File: config.mk
export PLATFORM = sky130hd
export DESIGN_NAME = org_lcu_loader
export DESIGN_NICKNAME = d
export VERILOG_FILES = /design/src/rtl/org_lcu_loader_pkg.sv /design/src/rtl/org_line_pack.sv /design/src/rtl/org_lcu_loader.sv
export SDC_FILE = /design/constraint.sdc
export NUM_CORES = 1
export LEC_CHECK = 0
export CAP_MARGIN = 30
export CORE_MARGIN = 2
export CORE_UTILIZATION = 50
export CTS_CLUSTER_DIAMETER = 50
export DETAILED_ROUTE_END_ITERATION = 12
export PLACE_DENSITY = 0.84
export SYNTH_ARGS = -nofsm -noshare
export SYNTH_HDL_FRONTEND = slang
export SYNTH_SLANG_ARGS = --single-unit
File: constraint.sdc
create_clock -name clk -period 4 [get_ports clk]
set_input_delay 0.4 -clock clk [delete_from_list [all_inputs] [get_ports clk]]
set_output_delay 0.4 -clock clk [all_outputs]
set_load 0.1 [all_outputs]
File: src/rtl/org_lcu_loader_pkg.sv
// rtl/org_lcu_loader_pkg.sv - shared types, constants and address helper for the LCU loader
// Contents:
//   PIXEL_WIDTH, BEAT_PIX, LINE_PIX, BEAT_W, LINE_W  pixel and bus geometry
//   LUMA_BASE, CB_BASE, CR_BASE, LCU_LINES           line-buffer address map
//   state_t                                          loader FSM states
//   line_addr()                                      line address for a plane/row/half
package org_lcu_loader_pkg;

  localparam int PIXEL_WIDTH = 8;
  localparam int BEAT_PIX    = 16;
  localparam int LINE_PIX    = 32;
  localparam int BEAT_W      = PIXEL_WIDTH * BEAT_PIX;
  localparam int LINE_W      = PIXEL_WIDTH * LINE_PIX;

  localparam logic [7:0] LUMA_BASE = 8'd0;
  localparam logic [7:0] CB_BASE   = 8'd128;
  localparam logic [7:0] CR_BASE   = 8'd160;
  localparam int         LCU_LINES = 192;

  typedef enum logic [2:0] {
    ST_IDLE,
    ST_LUMA,
    ST_CB,
    ST_CR,
    ST_DONE
  } state_t;

  // Luma interleaves the two 32-pixel halves of a 64-pixel row 32 lines
  // apart, with rows 32..63 in the upper 64-line block.
  function automatic logic [7:0] line_addr(input state_t st, input logic [5:0] row,
                                           input logic half);
    logic [7:0] a;
    case (st)
      ST_LUMA: a = LUMA_BASE | {1'b0, row[5], half, row[4:0]};
      ST_CB:   a = CB_BASE + {3'b000, row[4:0]};
      default: a = CR_BASE + {3'b000, row[4:0]};
    endcase
    return a;
  endfunction

endpackage

File: src/rtl/org_line_pack.sv
// rtl/org_line_pack.sv - packs pairs of 16-pixel beats into registered 32-pixel lines
// Ports:
//   clk, rst        clock, synchronous active-high reset
//   beat_valid_i    a beat is accepted this cycle
//   beat_data_i     accepted beat, leftmost pixel in MSBs
//   line_valid_o    one-cycle strobe, cycle after the odd beat of a line
//   line_data_o     {even beat, odd beat}; holds its value between strobes
module org_line_pack
  import org_lcu_loader_pkg::*;
(
  input  logic              clk,
  input  logic              rst,
  input  logic              beat_valid_i,
  input  logic [BEAT_W-1:0] beat_data_i,
  output logic              line_valid_o,
  output logic [LINE_W-1:0] line_data_o
);

  logic              odd_q,  odd_d;
  logic [BEAT_W-1:0] hold_q, hold_d;
  logic              wen_q,  wen_d;
  logic [LINE_W-1:0] line_q, line_d;

  always_comb begin
    odd_d  = odd_q;
    hold_d = hold_q;
    wen_d  = 1'b0;
    line_d = line_q;
    if (beat_valid_i) begin
      odd_d = ~odd_q;
      if (!odd_q) begin
        hold_d = beat_data_i;
      end else begin
        wen_d  = 1'b1;
        line_d = {hold_q, beat_data_i};
      end
    end
  end

  always_ff @(posedge clk) begin
    if (rst) begin
      odd_q  <= 1'b0;
      hold_q <= '0;
      wen_q  <= 1'b0;
      line_q <= '0;
    end else begin
      odd_q  <= odd_d;
      hold_q <= hold_d;
      wen_q  <= wen_d;
      line_q <= line_d;
    end
  end

  assign line_valid_o = wen_q;
  assign line_data_o  = line_q;

endmodule

File: src/rtl/org_lcu_loader.sv
// rtl/org_lcu_loader.sv - loads one LCU of raw pixels into the original-pixel line buffer
// Ports:
//   clk, rst      clock, synchronous active-high reset
//   start_i       begin one LCU load (IDLE only)
//   in_valid_i    input beat valid
//   in_ready_o    input beat accepted when valid & ready
//   in_data_i     16-pixel beat, leftmost pixel in MSBs
//   rd_req_i      buffer reader claims the port next cycle; stalls input
//   a_wen_o       line-buffer write enable, one cycle per line
//   a_addr_o      line-buffer line address
//   a_wdata_o     32-pixel line, leftmost pixel in MSBs
//   busy_o        load in progress (LUMA/CB/CR)
//   done_o        one-cycle pulse the cycle after the final write
module org_lcu_loader
  import org_lcu_loader_pkg::*;
(
  input  logic              clk,
  input  logic              rst,
  input  logic              start_i,
  input  logic              in_valid_i,
  output logic              in_ready_o,
  input  logic [BEAT_W-1:0] in_data_i,
  input  logic              rd_req_i,
  output logic              a_wen_o,
  output logic [7:0]        a_addr_o,
  output logic [LINE_W-1:0] a_wdata_o,
  output logic              busy_o,
  output logic              done_o
);

  state_t     state_q, state_d;
  logic [1:0] beat_q,  beat_d;
  logic [5:0] row_q,   row_d;
  logic [7:0] addr_q,  addr_d;
  // Final beat taken; holds the input closed while the last write drains.
  logic       fin_q,   fin_d;

  logic       active;
  logic       accept;
  logic       beat_last;
  logic       row_last;
  logic [7:0] cur_addr;

  assign active     = (state_q == ST_LUMA) || (state_q == ST_CB) || (state_q == ST_CR);
  assign in_ready_o = active & ~fin_q & ~rd_req_i;
  assign accept     = in_valid_i & in_ready_o;
  assign busy_o     = active;
  assign done_o     = (state_q == ST_DONE);

  always_comb begin
    state_d   = state_q;
    beat_d    = beat_q;
    row_d     = row_q;
    addr_d    = addr_q;
    fin_d     = fin_q;
    beat_last = (state_q == ST_LUMA) ? (beat_q == 2'd3) : (beat_q == 2'd1);
    // Chroma rows wrap at 32 by looking only at the low five bits.
    row_last  = (state_q == ST_LUMA) ? (row_q == 6'd63) : (row_q[4:0] == 5'd31);
    cur_addr  = line_addr(state_q, row_q, beat_q[1]);

    case (state_q)
      ST_IDLE: begin
        if (start_i) begin
          state_d = ST_LUMA;
          beat_d  = 2'd0;
          row_d   = 6'd0;
        end
      end
      ST_LUMA, ST_CB, ST_CR: begin
        if (accept) begin
          // The address is latched with the odd beat so it lines up with
          // the packer's registered write strobe.
          if (beat_q[0]) begin
            addr_d = cur_addr;
            if (cur_addr == 8'(LCU_LINES - 1)) begin
              fin_d = 1'b1;
            end
          end
          if (beat_last) begin
            beat_d = 2'd0;
            row_d  = row_last ? 6'd0 : row_q + 6'd1;
            if (row_last && state_q == ST_LUMA) begin
              state_d = ST_CB;
            end else if (row_last && state_q == ST_CB) begin
              state_d = ST_CR;
            end
          end else begin
            beat_d = beat_q + 2'd1;
          end
        end
        if (fin_q) begin
          state_d = ST_DONE;
          fin_d   = 1'b0;
        end
      end
      default: begin
        state_d = ST_IDLE;
      end
    endcase
  end

  always_ff @(posedge clk) begin
    if (rst) begin
      state_q <= ST_IDLE;
      beat_q  <= 2'd0;
      row_q   <= 6'd0;
      addr_q  <= 8'd0;
      fin_q   <= 1'b0;
    end else begin
      state_q <= state_d;
      beat_q  <= beat_d;
      row_q   <= row_d;
      addr_q  <= addr_d;
      fin_q   <= fin_d;
    end
  end

  org_line_pack u_pack (
    .clk          (clk),
    .rst          (rst),
    .beat_valid_i (accept),
    .beat_data_i  (in_data_i),
    .line_valid_o (a_wen_o),
    .line_data_o  (a_wdata_o)
  );

  assign a_addr_o = addr_q;

endmodule
* After elaboration in Yosys (flattened, before gate mapping)
Cells that the tools add are included.
W data, S select, Z words.
** Word-level totals
- Input port bits :: 133
- Logic and storage cells :: 73
- Flip-flop bits (word level) :: 406
- Output and inout port bits :: 268
** Operators by class
- Mux-type cells :: 24
- Add/sub/neg operators :: 4
- Bitwise operators :: 7
- Eq/ne operators :: 15
- Reductions and logical operators :: 14
** Operators with widths (number)
- $mux W6 :: 4
- $mux W3 :: 6
- $add A8 B5 Y8 const A :: 2
- $pmux W8 S2 :: 1
- $pmux W6 S2 :: 1
- $eq A8 B8 Y1 const B :: 1
- $reduce_and A4 Y1 :: 2
- $mux W1 :: 7
- $add A6 B1 Y6 const B :: 1
- $eq A3 B2 Y1 const B :: 2
- $eq A6 B6 Y1 const B :: 1
- $mux W2 :: 3
- $ne A2 B2 Y1 const B :: 3
- $ne A3 B3 Y1 const B :: 2
- $pmux W3 S2 :: 1
- $reduce_and A3 Y1 :: 2
- $eq A5 B5 Y1 const B :: 1
- $ne A4 B4 Y1 const B :: 1
- $not A1 Y1 :: 4
- $pmux W2 S2 :: 1
- $reduce_and A2 Y1 :: 2
- $and A1 B1 Y1 :: 3
- $eq A3 B1 Y1 const B :: 1
- $eq A3 B3 Y1 const B :: 1
- other kinds (9) :: 11

* Longest topological paths before layout
Gate-level depths: netlist of the first run.
- Word-level depth :: 9
- Mapped depth :: 8
- Mapped depth without buffers :: 8

* Hierarchy
From an unflattened synthesis of the first run, not the netlist that was laid out.
** Second synthesis, totals
- Cell total of the unflattened synthesis :: 1516
- Area, all modules :: 16313.1 um^2
** Modules (own cells, without submodules)
- org_line_pack :: area an instance 15280.9 um^2, cells each 1388, sequential area each 7727.4 um^2, times used 1
- org_lcu_loader :: area an instance 1032.2 um^2, cells each 128, sequential area each 400.4 um^2, times used 1

* Worst setup path after synthesis of the first run
Ideal clock, no wire load.
- Path type :: register to output
- Start :: register state_q[0]
- End :: output port in_ready_o
- Buffers on the path :: 1
- Stages on the path, launching flop included :: 5
- Required time :: 3600 ps
- Slack :: 1636 ps
- Data arrival time :: 1964 ps
- Cell sequence :: dfxtp_1 > or2_1 > buf_2 > nand2_1 > nor2_1
** On the way
- Word-level cells in the longest chain between the ends :: 5
- Elaborated cells on any way between the ends :: 7
- Classes of those cells :: eq/ne (3); bitwise (2); reduce/logical (2)
** Ends and longest elaborated chain
- start: declaration :: line org_lcu_loader.sv:31 : state_t state_q, state_d;
- start signal: assignment :: line org_lcu_loader.sv:110 : state_q <= state_d;
- $eq A3 B1 Y1 or $eq A3 B2 Y1 (tied branches) :: line org_lcu_loader.sv:44 : assign active = (state_q == ST_LUMA) || (state_q == ST_CB) || (state_q == ST_CR);
- $logic_or A1 B1 Y1 :: line org_lcu_loader.sv:44
- $logic_or A1 B1 Y1 * :: line org_lcu_loader.sv:44
- $and A1 B1 Y1 * (2 in series) :: line org_lcu_loader.sv:45 : assign in_ready_o = active & ~fin_q & ~rd_req_i;
- end: declaration :: line org_lcu_loader.sv:21 : output logic in_ready_o,
Mark *: on every way between the ends. The rest lies on a longest branch, timed or not.

* Final worst setup path of the first run
- Start :: register state_q[2]
- End :: output port in_ready_o
The elaborated chain is that of the path after synthesis.

==> results of run 1 <==
[layout by cell type, fill, tap and decap left out, drive strengths merged, types with 2 or more instances in the layout]
cell,Yosys,final
ha,2,2
and2,2,2
clkdlybuf4s50,0,399
nand2b,5,5
bufinv,0,4
buf,79,12
nand2,277,277
o2bb2ai,2,2
a21oi,146,146
a32o,2,2
nor2,12,12
nor3b,3,3
a22o,256,256
clkbuf,26,59
and3,6,6
inv,1,2
dfxtp,406,406
a211oi,3,3
or3,2,2
o21ai,6,6
nand3,8,8
clkinv,0,5
nand4b,3,3
[final timing paths]
path,to,cells after the start
min,state_q[0]$_SDFFE_PP0P_,4
max,in_ready_o,4
max reg2reg,u_pack.line_data_o[52]$_SDFFE_PP0P_,5
min reg2reg,u_pack.hold_q[109]$_SDFFE_PP0P_,2
[metrics by stage]
stage	worst slack [ns]	util [%]	cells	instance area (µm²)
floorplan	1.64	-	1260	13300
global placement	1.46	65.9	1899	17200
detailed placement	1.42	66.1	1901	17200
CTS	0.874	71.2	1971	18600
global route	0.722	71.3	1972	18600
finish	0.878	71.3	1972	18600
[where the power goes]
part | switching, mW | internal (mW) | total, mW | leakage [nW]
Clock | 1.50 | 2.28 | 3.78 | 0.650
Combinational | 0.823 | 0.382 | 1.20 | 2.86
Sequential | 0.109 | 4.21 | 4.32 | 3.28
[per-layer routing]
layer	share of wire [%]	vias to the layer above	wire length [µm]
met5	0	-	0
met4	4.2	0	1540
met3	6.9	99	2520
met2	49	473	18000
met1	40	5271	14600
li1	-	5182	-
[registers in the layout, indices dropped and copies added (netlist names)]
name and cells:
u_pack.odd_q 1, u_pack.line_data_o 256, state_q 3, beat_q 2, fin_q 1, row_q 6
u_pack.line_valid_o 1, u_pack.hold_q 128, a_addr_o 8
[critical path, cell delays in order, from the launching register on]
cell,delay (ns)
sky130_fd_sc_hd__dfxtp_1,0.42
sky130_fd_sc_hd__nor2_1,0.38
sky130_fd_sc_hd__nand2_1,0.15
sky130_fd_sc_hd__nor2_1,0.12
sky130_fd_sc_hd__clkdlybuf4s50_1,1.14
[layout make-up]
| type | instances | area, µm² |
|---|---|---|
| inverter | 1 | 3.75 |
| clock inverter | 11 | 165 |
| multi-input combinational | 748 | 4500 |
| sequential | 406 | 8130 |
| fill | 1853 | 7490 |
| clock buffer | 59 | 1160 |
| timing repair buffer | 411 | 4190 |
| tap | 335 | 419 |
| antenna | 1 | 2.50 |
[kinds of logic (layout without fill, tap and decap cells)]
| kind of cell | Yosys count | in the layout |
|---|---|---|
| multiplexers | 1 | 1 |
| buffers and inverters | 106 | 482 |
| adder cells (fa/ha/maj) | 2 | 2 |
| flip-flops | 406 | 406 |
| other | 0 | 1 |
| AND/OR/NAND/NOR | 324 | 324 |
| XOR/XNOR | 1 | 1 |
| AO/OA/AOI/OAI | 420 | 420 |
==> PnR_summary.wiki, run 1 <==
{| class="wikitable"
! Metric !! Value
|-
| Post-route worst hold slack || 0.357 ns
|-
| First drt pass iteration count || 5
|-
| Launch instance of the worst min-delay path || rst
|-
| Data required time of the critical path || 3.60 ns
|-
| Max-cap violations || 0
|-
| Setup repair after global routing missed its margin || false
|-
| Via count of the first global-routing pass || 10,500
|-
| Number of endpoints with negative hold slack in the final report || 0
|-
| Tightest slew margin relative to the limit || 29.1%
|-
| Clk pin slew, worst setup/hold paths || 0.06 ns
|-
| Worst-case vdd ir drop || 0.000423 V
|-
| Residual overflow from global routing || 0
|-
| Area fraction in compound gates after synthesis || 23.5%
|-
| Die Y-Extent || 167 µm
|-
| Total die area || 0.0278 mm²
|-
| Number of top-level pins || 401
|-
| Kind of critical path || register to output pin
|-
| Top-count cell post-synth || sky130_fd_sc_hd__dfxtp_1
|-
| Worst Path Max Fanout || 13
|-
| Commonest cells in the synthesized netlist || sky130_fd_sc_hd__dfxtp_1 (406), sky130_fd_sc_hd__nand2_1 (277), sky130_fd_sc_hd__a22o_1 (256), sky130_fd_sc_hd__a21oi_1 (145), sky130_fd_sc_hd__buf_2 (51)
|-
| EDFF count, synth || 0
|-
| Sequential cell area fraction in the yosys report || 61.3%
|-
| Critical Path Source || state_q[2]$_SDFFE_PP0P_
|-
| Fraction of the mapped netlist area in simple logic gates || 9.92%
|-
| Upper clock frequency limit || 320 MHz
|-
| Leakage power || 6.78 nW
|-
| Pin count of the biggest net entering global routing || 134
|-
| Post-Syn Area per Cell || 10.5 µm²
|-
| Share of Yosys cell area claimed by the top area cell type || 61.3%
|-
| Transition time at the pin with the least slew margin || 1.06 ns
|-
| Post-synthesis cell type count || 36
|-
| Count of antenna-violating nets left after detailed routing || 0
|-
| Die width || 167 µm
|-
| Class of the worst hold path || primary input to register
|-
| Final count of negative-setup-slack endpoints || 0
|-
| Count of buffers inserted at the top-level ports || 400
|-
| Synth top area cells || sky130_fd_sc_hd__dfxtp_1 (61%), sky130_fd_sc_hd__a22o_1 (17%), sky130_fd_sc_hd__nand2_1 (7.8%)
|-
| Total CTS buffers || 41
|-
| Peak-usage layer in the global routing report || met2
|-
| Net Count, Synth || 1,395
|-
| CTS-repair resized insts || 0
|-
| Final Routed Wirelength || 36,700 µm
|-
| Iter 0 DRT Violations || 840
|-
| XOR/XNOR share of the synthesized area || 0.0660%
|-
| Routed wire per std cell || 18.6 µm
|-
| Setup_tns || 0 ns
|-
| Wire length of the first global-routing pass || 57,000 µm
|-
| Via count || 11,000
|-
| Ys async rst share || 0%
|-
| Startpoint type of the worst setup path || register
|-
| Combinational family with the most area after synthesis || compound AO/OA/AOI/OAI gates
|-
| Slew Viols, Final || 0
|-
| Clock network latency to the later pin of the worst-skew pair || 0.52 ns
|-
| Cell type contributing the most total cell area after synthesis || sky130_fd_sc_hd__dfxtp_1
|-
| CORE AREA || 0.0261 mm²
|-
| Final critical path time including I/O delays and setup || 3.12 ns
|-
| Synth-to-layout area growth || 40.0%
|-
| Met1 usage || 30.7%
|-
| M2 GR Usage || 42.4%
|-
| Avg Vias per Cell || 5.59
|-
| Ratio of cells with drive above 1 in the final layout || 4.71%
|-
| Crit. End Element || output pin
|-
| # hold bufs at CTS || 0
|-
| Post-synthesis cell count || 1,260
|-
| Run status || completed
|-
| Signal arrival time at the worst endpoint || 2.72 ns
|-
| Number of H-tree branching levels || 2
|-
| Global-route usage over all layers || 24.8%
|-
| Mux contribution to synthesized area || 0.0755%
|-
| CTS tree || done
|-
| Synthesized-area fraction occupied by adder cells || 0.189%
|-
| Count of yosys warnings during synthesis || 0
|-
| Total power || 9.31 mW
|-
| Cell Area, Synth || 0.0133 mm²
|-
| TritonCTS Sinks || 406
|-
| Startpoint of the worst register-to-register path || state_q[2]$_SDFFE_PP0P_
|-
| #FFs+latches synth || 406
|-
| Main flop type after synthesis || sky130_fd_sc_hd__dfxtp_1
|-
| Setup Fix Bufs, Post-CTS || 0
|-
| Initial standard-cell utilization of the core || 50.9%
|-
| CTS max path bufs || 3
|-
| Share of the clock period used by the worst path after layout || 78.1%
|-
| Root Buffer || sky130_fd_sc_hd__clkbuf_16
|-
| Clock Skew || 0.00964 ns
|-
| DRC violations left || 0
|-
| GPL Wtd Cong || 0.885
|-
| Antenna violations before repair || 1
|-
| Power density normalized to cell area || 501 mW/mm²
|-
| NumNets Final || 1,744
|-
| Met3 layer usage reported by global route || 5.01%
|-
| FF-to-FF setup slack || 1.48 ns
|-
| HPWL reported at the end of detailed placement || 23,300 µm
|-
| Cell row count || 59
|}
Power figures use the tool's default switching activity.
==> inputs of run 2 (changes only) <==
--- a/config.mk
+++ b/config.mk
@@ -7,10 +7,10 @@
 export LEC_CHECK = 0
 export CAP_MARGIN = 30
 export CORE_MARGIN = 2
-export CORE_UTILIZATION = 50
+export CORE_UTILIZATION = 47
 export CTS_CLUSTER_DIAMETER = 50
 export DETAILED_ROUTE_END_ITERATION = 12
-export PLACE_DENSITY = 0.84
+export PLACE_DENSITY = 0.8
 export SYNTH_ARGS = -nofsm -noshare
 export SYNTH_HDL_FRONTEND = slang
 export SYNTH_SLANG_ARGS = --single-unit
==> constraint.sdc (replaced) <==
create_clock -name clk -period 3.2 [get_ports clk]
set_input_delay 0.32 -clock clk [delete_from_list [all_inputs] [get_ports clk]]
set_output_delay 0.32 -clock clk [all_outputs]
set_load 0.1 [all_outputs]
==> PnR_summary.wiki, run 2 (synthesis results as in run 1) <==
{| class="wikitable"
! Metric !! Value
|-
| Clk pin slew, worst setup/hold paths || 0.06 ns (about the same)
|-
| Clock network latency to the later pin of the worst-skew pair || 0.53 ns (was 0.52 ns)
|-
| Iter 0 DRT Violations || 699 (was 840)
|-
| NumNets Final || 1,754 (was 1,744)
|-
| # hold bufs at CTS || 0 (unchanged)
|-
| Die Y-Extent || 172 µm (was 167 µm)
|-
| Worst stage delay on the critical path || 1.20 ns (was 1.14 ns)
|-
| Synth-to-layout area growth || 42.0% (was 40.0%)
|-
| Initial standard-cell utilization of the core || 47.7% (was 50.9%)
|-
| Class of the worst hold path || primary input to register (unchanged)
|-
| Pin count of the biggest net entering global routing || 130 (was 134)
|-
| CTS-repair resized insts || 0 (unchanged)
|-
| Worst Path Max Fanout || 2 (was 13)
|-
| Upper clock frequency limit || 418 MHz
|-
| Ratio of cells with drive above 1 in the final layout || 6.25% (was 4.71%)
|-
| CORE AREA || 0.0278 mm² (was 0.0261 mm²)
|-
| Max reg flops || 256 (unchanged)
|-
| CTS max path bufs || 3 (unchanged)
|-
| Data required time of the critical path || 2.88 ns (was 3.60 ns)
|-
| Setup Fix Bufs, Post-CTS || 0 (unchanged)
|-
| Power density normalized to cell area || 626 mW/mm² (was 501 mW/mm²)
|-
| Cell row count || 61 (was 59)
|-
| Share of the clock period used by the worst path after layout || 74.7%
|-
| Cell-by-cell trace of the critical path || clkdlybuf4s50_1 (was nor2_1, nand2_1, nor2_1, clkdlybuf4s50_1)
|-
| Wire length of the first global-routing pass || 56,200 µm (was 57,000 µm)
|-
| Worst path top cell family by delay || buffers and inverters (unchanged)
|-
| Root Buffer || sky130_fd_sc_hd__clkbuf_16 (unchanged)
|-
| Tightest slew margin relative to the limit || 28.8% (was 29.1%)
|-
| Slew Viols, Final || 0 (unchanged)
|-
| TritonCTS Sinks || 406 (unchanged)
|-
| Final critical path time including I/O delays and setup || 2.39 ns
|-
| DRC violations left || 0 (unchanged)
|-
| Most used cells in the layout excluding fill and tap cells || sky130_fd_sc_hd__dfxtp_1 (406), sky130_fd_sc_hd__clkdlybuf4s50_1 (390), sky130_fd_sc_hd__nand2_1 (277), sky130_fd_sc_hd__a22o_1 (256), sky130_fd_sc_hd__a21oi_1 (145) (was sky130_fd_sc_hd__dfxtp_1 (406), sky130_fd_sc_hd__clkdlybuf4s50_1 (399), sky130_fd_sc_hd__nand2_1 (277), sky130_fd_sc_hd__a22o_1 (256), sky130_fd_sc_hd__a21oi_1 (145))
|-
| Final count of negative-setup-slack endpoints || 0 (unchanged)
|-
| Number of H-tree branching levels || 2 (unchanged)
|-
| Post-route worst hold slack || 0.258 ns (was 0.357 ns)
|-
| Number of top-level pins || 401 (unchanged)
|-
| Share of the core filled with cells in the final layout || 67.8% (was 71.3%)
|-
| Startpoint type of the worst setup path || register (unchanged)
|-
| CTS tree || done (unchanged)
|-
| Transition time at the pin with the least slew margin || 1.06 ns (about the same)
|-
| Total die area || 0.0296 mm² (was 0.0278 mm²)
|-
| Max-cap violations || 0 (unchanged)
|-
| Global-route usage over all layers || 23.6% (was 24.8%)
|-
| Leakage power || 6.90 nW (was 6.78 nW)
|-
| Buffers and inverters on the worst path || 1 (unchanged)
|-
| Antenna violations before repair || 3 (was 1)
|-
| Count of buffers inserted at the top-level ports || 400 (unchanged)
|-
| Setup repair after global routing missed its margin || false (unchanged)
|-
| First drt pass iteration count || 4 (was 5)
|-
| Count of antenna-violating nets left after detailed routing || 0 (unchanged)
|-
| Design area || 0.0188 mm² (was 0.0186 mm²)
|-
| Crit. End Element || output pin (unchanged)
|-
| Die width || 172 µm (was 167 µm)
|-
| Residual overflow from global routing || 0 (unchanged)
|-
| Final Routed Wirelength || 36,800 µm (was 36,700 µm)
|-
| Via count || 11,000 (about the same)
|-
| Avg Vias per Cell || 5.41 (was 5.59)
|-
| Kind of critical path || register to output pin (unchanged)
|-
| Via count of the first global-routing pass || 10,500 (about the same)
|-
| Critical path's slowest cell || sky130_fd_sc_hd__clkdlybuf4s50_1 (unchanged)
|-
| Total CTS buffers || 42 (was 41)
|-
| Most frequent standard cell in the layout excluding fill and tap cells || sky130_fd_sc_hd__dfxtp_1 (unchanged)
|-
| Setup_tns || 0 ns (unchanged)
|-
| Routed wire per std cell || 18.1 µm (was 18.6 µm)
|-
| GPL Wtd Cong || 0.859 (was 0.885)
|-
| Placed instance area || 0.0174 mm² (was 0.0172 mm²)
|-
| Run status || completed (unchanged)
|-
| Worst-case vdd ir drop || 0.000831 V (was 0.000423 V)
|-
| Signal arrival time at the worst endpoint || 2.07 ns (was 2.72 ns)
|-
| HPWL reported at the end of detailed placement || 23,700 µm (was 23,300 µm)
|-
| Number of endpoints with negative hold slack in the final report || 0 (unchanged)
|-
| Clock Skew || 0.0164 ns (was 0.00964 ns)
|}
## run 2: changes by cell type in the layout (fill, tap and decap cells not counted), sizes merged
| cell | previous run | this run |
|---|---|---|
| buf | 12 | 30 |
| bufinv | 4 | 2 |
| clkbuf | 59 | 61 |
| clkdlybuf4s50 | 399 | 390 |
| clkinvlp | 1 | 5 |
| diode | 1 | 3 |
## run 2: final timing paths
kind	slack [ns]	endpoint	from	cells past startpoint
max	0.81	a_wdata_o[187]	u_pack.line_data_o[187]$_SDFFE_PP0P_	1
min	0.26	row_q[5]$_SDFFE_PP0P_	rst	4
max reg2reg	0.82	u_pack.line_data_o[144]$_SDFFE_PP0P_	state_q[2]$_SDFFE_PP0P_	5
min reg2reg	0.45	u_pack.hold_q[105]$_SDFFE_PP0P_	u_pack.hold_q[105]$_SDFFE_PP0P_	2
## run 2: layout make-up
cell class              instances  area (µm²)
repair buffers                420        4310
clock buffers                  61        1280
fillers                      2120        8940
clock inverters                13         135
flip-flops and latches        406        8130
diodes                          3        7.51
multi-input cells             748        4500
inverters                       1        3.75
well taps                     378         473
## run 2: metrics by stage
| stage | instances | power (mW) | worst slack (ns) |
|---|---|---|---|
| after floorplan | 1260 | 6.50 | 0.906 |
| after global routing | 2030 | 12.2 | 0.658 |
| after CTS | 2026 | 11.9 | 0.796 |
| final | 2030 | 11.8 | 0.810 |
| after global placement | 1950 | 6.97 | 0.878 |
| after detailed placement | 1952 | 7.01 | 0.816 |
## run 2: where the power goes
group	internal [mW]	switching (mW)	total, mW
clock	2.93	1.96	4.89
sequential	5.26	0.133	5.40
combinational	0.494	1.02	1.51
total	8.69	3.10	11.8
## run 2: routing by layer
metal / up-vias / share of wire (%) / track usage, %
met5: - / 0 / 0
met4: 0 / 4.4 / 11.6
met3: 96 / 6.8 / 5.79
met2: 384 / 49 / 39.3
met1: 5302 / 39 / 28.6
li1: 5197 / - / -
==> inputs of run 3 (changes only) <==
==> constraint.sdc (replaced) <==
create_clock -name clk -period 2.2 [get_ports clk]
set_input_delay 0.22 -clock clk [delete_from_list [all_inputs] [get_ports clk]]
set_output_delay 0.22 -clock clk [all_outputs]
set_load 0.1 [all_outputs]
==> PnR_summary.wiki, run 3 (synthesis results as in run 1) <==
{| class="wikitable"
! Metric !! Value
|-
| Pin count of the biggest net entering global routing || 77 (was 130)
|-
| CTS-repair resized insts || 0 (unchanged)
|-
| Filler cell count || 2,190 (was 2,120)
|-
| Setup repair after global routing missed its margin || false (unchanged)
|-
| Die Y-Extent || 172 µm (unchanged)
|-
| Share of the clock period used by the worst path after layout || 94.3%
|-
| Count of buffers inserted at the top-level ports || 400 (unchanged)
|-
| # hold bufs at CTS || 0 (unchanged)
|-
| Leakage power || 7.49 nW (was 6.90 nW)
|-
| Total CTS buffers || 41 (was 42)
|-
| Root Buffer || sky130_fd_sc_hd__clkbuf_16 (unchanged)
|-
| Antenna fix cells || 0 (was 3)
|-
| Final critical path time including I/O delays and setup || 2.08 ns
|-
| First drt pass iteration count || 5 (was 4)
|-
| HPWL reported at the end of detailed placement || 23,900 µm (was 23,700 µm)
|-
| DRC violations left || 0 (unchanged)
|-
| GPL Wtd Cong || 0.868 (was 0.859)
|-
| Final count of negative-setup-slack endpoints || 0 (unchanged)
|-
| Most used cells in the layout excluding fill and tap cells || sky130_fd_sc_hd__dfxtp_1 (406), sky130_fd_sc_hd__buf_4 (280), sky130_fd_sc_hd__nand2_1 (277), sky130_fd_sc_hd__a22o_1 (256), sky130_fd_sc_hd__a21oi_1 (145) (was sky130_fd_sc_hd__dfxtp_1 (406), sky130_fd_sc_hd__clkdlybuf4s50_1 (390), sky130_fd_sc_hd__nand2_1 (277), sky130_fd_sc_hd__a22o_1 (256), sky130_fd_sc_hd__a21oi_1 (145))
|-
| Crit. End Element || output pin (unchanged)
|-
| Total die area || 0.0296 mm² (unchanged)
|-
| Worst Path Max Fanout || 11 (was 2)
|-
| Signal arrival time at the worst endpoint || 1.86 ns (was 2.07 ns)
|-
| Cell row count || 61 (unchanged)
|-
| Most frequent standard cell in the layout excluding fill and tap cells || sky130_fd_sc_hd__dfxtp_1 (unchanged)
|-
| Via count of the first global-routing pass || 10,400 (was 10,500)
|-
| Avg Vias per Cell || 5.39 (was 5.41)
|-
| Transition time at the pin with the least slew margin || 0.690 ns (was 1.06 ns)
|-
| Tightest slew margin relative to the limit || 54.0% (was 28.8%)
|-
| TritonCTS Sinks || 406 (unchanged)
|-
| Kind of critical path || register to output pin (unchanged)
|-
| Upper clock frequency limit || 482 MHz
|-
| Final Routed Wirelength || 35,800 µm (was 36,800 µm)
|-
| Class of the worst hold path || primary input to register (unchanged)
|-
| Antenna violations before repair || 0 (was 3)
|-
| Slew Viols, Final || 0 (unchanged)
|-
| CTS tree || done (unchanged)
|-
| Residual overflow from global routing || 0 (unchanged)
|-
| Max-cap violations || 0 (unchanged)
|-
| Clk pin slew, worst setup/hold paths || 0.06 ns (about the same)
|-
| Die width || 172 µm (unchanged)
|-
| Wire length of the first global-routing pass || 54,700 µm (was 56,200 µm)
|-
| Number of top-level pins || 401 (unchanged)
|-
| Via count || 11,000 (about the same)
|-
| Routed wire per std cell || 17.6 µm (was 18.1 µm)
|-
| CTS max path bufs || 3 (unchanged)
|-
| CORE AREA || 0.0278 mm² (unchanged)
|-
| Iter 0 DRT Violations || 630 (was 699)
|-
| Startpoint type of the worst setup path || register (unchanged)
|-
| Data required time of the critical path || 1.98 ns (was 2.88 ns)
|-
| Clock network latency to the later pin of the worst-skew pair || 0.51 ns (was 0.53 ns)
|-
| Multi-input logic area || 0.00450 mm² (about the same)
|-
| Share of the core filled with cells in the final layout || 65.7% (was 67.8%)
|-
| Run status || completed (unchanged)
|-
| NumNets Final || 1,764 (was 1,754)
|-
| Worst-case vdd ir drop || 0.000641 V (was 0.000831 V)
|-
| Number of H-tree branching levels || 2 (unchanged)
|-
| Synth-to-layout area growth || 37.6% (was 42.0%)
|-
| Clock Skew || 0.0128 ns (was 0.0164 ns)
|-
| Ratio of cells with drive above 1 in the final layout || 22.2% (was 6.25%)
|-
| Max reg flops || 256 (unchanged)
|-
| Count of antenna-violating nets left after detailed routing || 0 (unchanged)
|-
| Number of endpoints with negative hold slack in the final report || 0 (unchanged)
|-
| Initial standard-cell utilization of the core || 47.7% (unchanged)
|-
| Global-route usage over all layers || 22.8% (was 23.6%)
|-
| Setup Fix Bufs, Post-CTS || 0 (unchanged)
|-
| Power density normalized to cell area || 929 mW/mm² (was 626 mW/mm²)
|-
| Post-route worst hold slack || 0.0385 ns (was 0.258 ns)
|-
| Setup_tns || 0 ns (unchanged)
|-
| Seq. cell area || 0.00813 mm² (unchanged)
|}
==> run 3: cell types whose count changed in the layout (fill, tap and decap cells not counted), sizes merged <==
cell and delta:
clkinvlp -5, diode -3, clkbuf +2, clkdlybuf4s50 -259
buf +270
==> run 3: final cells by class <==
class                   instances  share of cell area (%)
multi-input cells             748                    24.7
well taps                     378                    2.59
clock inverters                 8                   0.555
flip-flops and latches        406                    44.5
inverters                       1                  0.0206
repair buffers                431                    20.9
clock buffers                  63                    6.73
==> run 3: through the flow <==
stage          setup WS [ns]  area, µm²  std cells  power [mW]
2_1_floorplan         0.0161      13300       1260        9.46
3_3_place_gp           0.213      16900       1964        10.2
3_5_place_dp           0.149      16900       1964        10.3
4_1_cts                0.114      18300       2035        17.1
5_1_grt               0.0162      18300       2035        17.6
6_report               0.124      18300       2035        17.0
==> run 3: metal layers <==
metal / up-vias / track usage [%] / wire length (µm)
met5: - / 0 / 0
met4: 0 / 8.77 / 1210
met3: 81 / 4.42 / 2220
met2: 362 / 39.6 / 17800
met1: 5324 / 28.0 / 14600
li1: 5205 / - / -
==> run 3: power by group <==
group / total, mW / switching (mW) / internal (mW)
Sequential: 7.85 / 0.192 / 7.65
Clock: 6.83 / 2.76 / 4.07
Combinational: 2.28 / 1.50 / 0.774
Total: 17.0 / 4.45 / 12.5
==> run 3: worst paths after layout <==
path | endpoint | from | slack, ns | depth (start not counted)
worst max-delay path | in_ready_o | state_q[1]$_SDFFE_PP0P_ | 0.12 | 5
worst max register to register | u_pack.line_data_o[86]$_SDFFE_PP0P_ | state_q[1]$_SDFFE_PP0P_ | 0.23 | 6
worst min register to register | u_pack.hold_q[120]$_SDFFE_PP0P_ | u_pack.hold_q[120]$_SDFFE_PP0P_ | 0.45 | 2
worst min-delay path | a_addr_o[4]$_SDFFE_PP0P_ | rst | 0.04 | 2
==> run 3: worst max-delay path, stage by stage (launching register included) <==
cell and delay, ns:
sky130_fd_sc_hd__dfxtp_1 0.54, sky130_fd_sc_hd__or2_1 0.20, sky130_fd_sc_hd__buf_4 0.15, sky130_fd_sc_hd__nand2_1 0.07, sky130_fd_sc_hd__nor2_1 0.19, sky130_fd_sc_hd__buf_12 0.21
